[config.mk]
export PLATFORM = sky130hd
export DESIGN_NAME = regfile_dump_reader
export DESIGN_NICKNAME = d
export VERILOG_FILES = /design/src/rtl/regfile_dump_reader.sv
export SDC_FILE = /design/constraint.sdc
export NUM_CORES = 1
export LEC_CHECK = 0
export CORE_UTILIZATION = 44
export DETAILED_ROUTE_END_ITERATION = 8
export PLACE_DENSITY = 0.78
export SLEW_MARGIN = 20
export SYNTH_ARGS = -nofsm -noshare
export SYNTH_HDL_FRONTEND = slang
export SYNTH_SLANG_ARGS = --single-unit
[constraint.sdc]
create_clock -name clk -period 5.3 [get_ports clk]
set_input_delay 0.53 -clock clk [delete_from_list [all_inputs] [get_ports clk]]
set_output_delay 0.53 -clock clk [all_outputs]
set_load 0.005 [all_outputs]
[src/rtl/regfile_dump_reader.sv]
// Register-file dump reader: walks FIRST_REG..LAST_REG over a spare read port and streams each value with a running checksum.
// Two cycles per beat (READ then SEND); a beat is held stable in SEND until out_ready accepts it.
module regfile_dump_reader #(
  parameter int FIRST_REG = 0,
  parameter int LAST_REG  = 31
) (
  input  logic        clk,
  input  logic        clrn,
  input  logic        start,
  input  logic        abort,
  output logic [4:0]  rf_rn,
  input  logic [31:0] rf_q,
  output logic        out_valid,
  input  logic        out_ready,
  output logic [4:0]  out_idx,
  output logic [31:0] out_data,
  output logic        out_last,
  output logic        busy,
  output logic        done,
  output logic [31:0] checksum
);

  localparam logic [4:0] FIRST = 5'(FIRST_REG);
  localparam logic [4:0] LAST  = 5'(LAST_REG);

  if (FIRST_REG > LAST_REG || FIRST_REG < 0 || LAST_REG > 31) begin : g_bad_range
    $error("regfile_dump_reader: FIRST_REG must be <= LAST_REG and both within 0..31");
  end

  typedef enum logic [1:0] {IDLE, READ, SEND, DONE} state_t;

  state_t     state;
  logic [4:0] idx;

  assign rf_rn = idx;
  assign busy  = (state != IDLE);

  always_ff @(posedge clk or negedge clrn) begin
    if (!clrn) begin
      state     <= IDLE;
      idx       <= FIRST;
      out_valid <= 1'b0;
      out_idx   <= 5'd0;
      out_data  <= 32'd0;
      out_last  <= 1'b0;
      done      <= 1'b0;
      checksum  <= 32'd0;
    end else begin
      done <= 1'b0;
      case (state)
        IDLE: begin
          if (start && !abort) begin
            idx      <= FIRST;
            checksum <= 32'd0;
            state    <= READ;
          end
        end
        READ: begin
          if (abort) begin
            out_valid <= 1'b0;
            state     <= IDLE;
          end else begin
            out_data  <= rf_q;
            out_idx   <= idx;
            out_last  <= (idx == LAST);
            out_valid <= 1'b1;
            checksum  <= checksum + rf_q;
            state     <= SEND;
          end
        end
        SEND: begin
          if (abort) begin
            out_valid <= 1'b0;
            state     <= IDLE;
          end else if (out_ready) begin
            out_valid <= 1'b0;
            if (out_last) begin
              done  <= 1'b1;
              state <= DONE;
            end else begin
              // idx stops at LAST because out_last routes to DONE first
              idx   <= idx + 5'd1;
              state <= READ;
            end
          end
        end
        DONE: begin
          out_valid <= 1'b0;
          state     <= IDLE;
        end
        default: state <= IDLE;
      endcase
    end
  end

endmodule

==> impl_metrics.yaml <==
floorplan:
  ios: 115
  core_area_um2: 9950
  rows: 36
  die_y_um: 104
  die_area_um2: 10800
  fp.dieW_um: 104
  initial_utilization_pct: 46.1
detailed_routing:
  drtIter0Drc: 117
  wl_per_cell_um: 14.9
  avgViaCountPerCell: 5.27
  drc: 0
  dr.pass1.iters: 4
  via_count: 4065
  drt-total-wl_um: 11500
  antenna_left: 0
timing:
  fin_crit_ps: 3050
  tns_ps: 0
  finClkSkew_ps: 11.2
  timing.hold.ws_ps: 207
  fin_crit_sh_pct: 57.5
  hold_viol: 0
  finalSetupViolCount: 0
  tightest_slew_ps: 1040
  drv_slew: 0
  rsz0062_at_grt: "no"
  relSlewSlack_pct: 30.2
  fmax_mhz: 328
place:
  gp_congestion: 0.870
  placed_area_um2: 5820
  port-buffer-count: 114
  hpwlAfterDp_um: 8020
  placed_cells: 756
yosys:
  yosys.area_share.xor_xnor_pct: 5.54
  synth-edff-count: 0
  ys_seq_area_share_pct: 43.1
  netlist_instances: 526
  synth_cell_types: 55
  post-synth-top-count-cell: "nand2_1"
  synthTopCellsByArea: "dfrtp_1, nand2_1, ha_1"
  synth_compound_area_share_pct: 17.6
  synthSimpleGateAreaFrac_pct: 20.7
  yosysTopAreaCell: "dfrtp_1"
  synth_ff_type: "dfrtp_1"
  syn_area_per_cell_um2: 8.72
  synthArstFlopShare_pct: 100
  syn-num-nets: 597
  synth_top_family_by_area: "simple AND/OR/NAND/NOR gates"
  synthMuxAreaShare_pct: 0.218
  synthAdderAreaFrac_pct: 9.44
  ys_seq_elements: 79
  synth_area_um2: 4590
  synth_common_cells: "nand2_1, dfrtp_1, o21ai_0"
  yosysTopAreaCellShare_pct: 43.1
  yosys_warnings: 0
cts:
  cts_resized: 0
  clkLatencyLatePin_ps: 360
  cts_sinks: 79
  clock-root-buffer: "clkbuf_8"
  cts_buffers: 9
  holdBufCountCts: 0
  cts_tree: "done"
  post-cts-setup-buffers: 0
  clk_path_buf_depth: 2
  clk_pin_slew_ps: 80
  cts_max_level: 3
final_layout:
  layout.nets: 705
  drive_above_1_share_pct: 5.64
  area_growth_pct: 31.9
  num_antenna_cells: 0
  nFillCells: 849
  stdcell_area_um2: 6050
  instances_no_fill: 771
  utilization_pct: 60.8
worst_setup_path:
  start_kind: "input port"
  critPathRequiredTime_ps: 5510
  rr_worst_depth: 10
  worst-path-max-fanout: 4
  end_kind: "flop"
  worstSetupPathType: "input port to flop"
  cp.arrival_ps: 3260
pwr:
  powerDensity_nw_per_um2: 382
  ir_drop_v: 0.000183
  cellLeakagePower_nw: 2.88
global_routing:
  grt_pass1_vias: 4124
  grt-ovfl-total: 0
  grt_max_degree: 80
  track_usage_pct: 22.3
  grt_first_pass_wirelength_um: 19600
  antenna_found_initial: 0
run:
  drv_cap: 0
worst_hold_path:
  hp-class: "input port to async pin"
outcome:
  status: "completed"
-- power breakdown --
| group | internal [mW] | switching (mW) | total [mW] | leakage, nW |
|---|---|---|---|---|
| sequential | 0.727 | 0.0915 | 0.819 | 1.03 |
| combinational | 0.509 | 0.464 | 0.973 | 1.73 |
| clock | 0.301 | 0.221 | 0.522 | 0.118 |
| total | 1.54 | 0.777 | 2.31 | 2.88 |
-- sequential cells by signal, indices dropped and copies added (netlist names) --
| register | cells |
|---|---|
| out_last | 1 |
| out_idx | 5 |
| checksum | 32 |
| out_data | 32 |
| rf_rn | 5 |
| state | 2 |
| out_valid | 1 |
| done | 1 |
-- critical path: stages --
cell and delay (ps):
clkdlybuf4s50_1 480, ha_1 170, inv_1 50, fa_1 370
and2b_2 240, o31ai_1 100, a21oi_2 200, o211ai_2 160
o21ai_2 220, a21oi_2 90, or3_1 390, xnor2_1 160
o21ai_1 80
-- per-layer routing --
metal  vias to the layer above  share of wire, %  GRT usage [%]
li1                       2027                 -              -
met1                      1931                46           28.6
met2                        93                49           38.0
met3                        14               3.7           3.26
met4                         0               1.7           8.78
met5                         -                 0              0
-- final timing paths --
kind                              start           end  slack [ps]
setup / recovery                rf_q[0]  checksum[28]        2250
hold / removal                     clrn  out_data[18]         210
setup reg to reg           checksum[10]  checksum[29]        2480
hold reg to reg            out_data[26]  out_data[26]         470
max in group asynchronous          clrn   checksum[2]        4600
min in group clk           out_data[26]  out_data[26]         470
-- cell type report --
cell class	instances	area, µm²	share of cell area, %
multi-input combinational	413	2470	40.8
inverter	16	60.1	0.992
tap	133	166	2.75
timing repair buffer	115	1150	19.0
clock buffer	12	165	2.73
sequential	79	1980	32.7
clock inverter	3	65.1	1.08
-- kinds of logic (layout without fill, tap and decap cells) --
family / Yosys count / after routing
multiplexers: 1 / 1
adder cells (fa/ha/maj): 34 / 34
buffers and inverters: 34 / 146
AND/OR/NAND/NOR: 225 / 225
AO/OA/AOI/OAI: 124 / 124
XOR/XNOR: 29 / 29
flip-flops: 79 / 79
-- stage by stage --
stage          setup slack, ps  power (mW)
2_1_floorplan             2640        1.38
3_3_place_gp              1950        1.77
3_5_place_dp              1890        1.80
4_1_cts                   2270        2.33
5_1_grt                   2000        2.47
6_report                  2250        2.31
-- cell usage in the layout, fill, tap and decap left out, drive strengths merged, types with 4 or more instances in the layout --
cell	n
nand2	158
clkdlybuf4s50	113
dfrtp	79
o21ai	43
ha	33
a21oi	27
nor2	24
inv	16
xor2	16
xnor2	13
clkbuf	12
a21o	12
nand3	11
nor3	6
a22o	5
o21bai	5
and3	5
nor2b	4
nand4	4
a31oi	4
o211ai	4
Note: power is estimated with default switching activity, not from simulation.
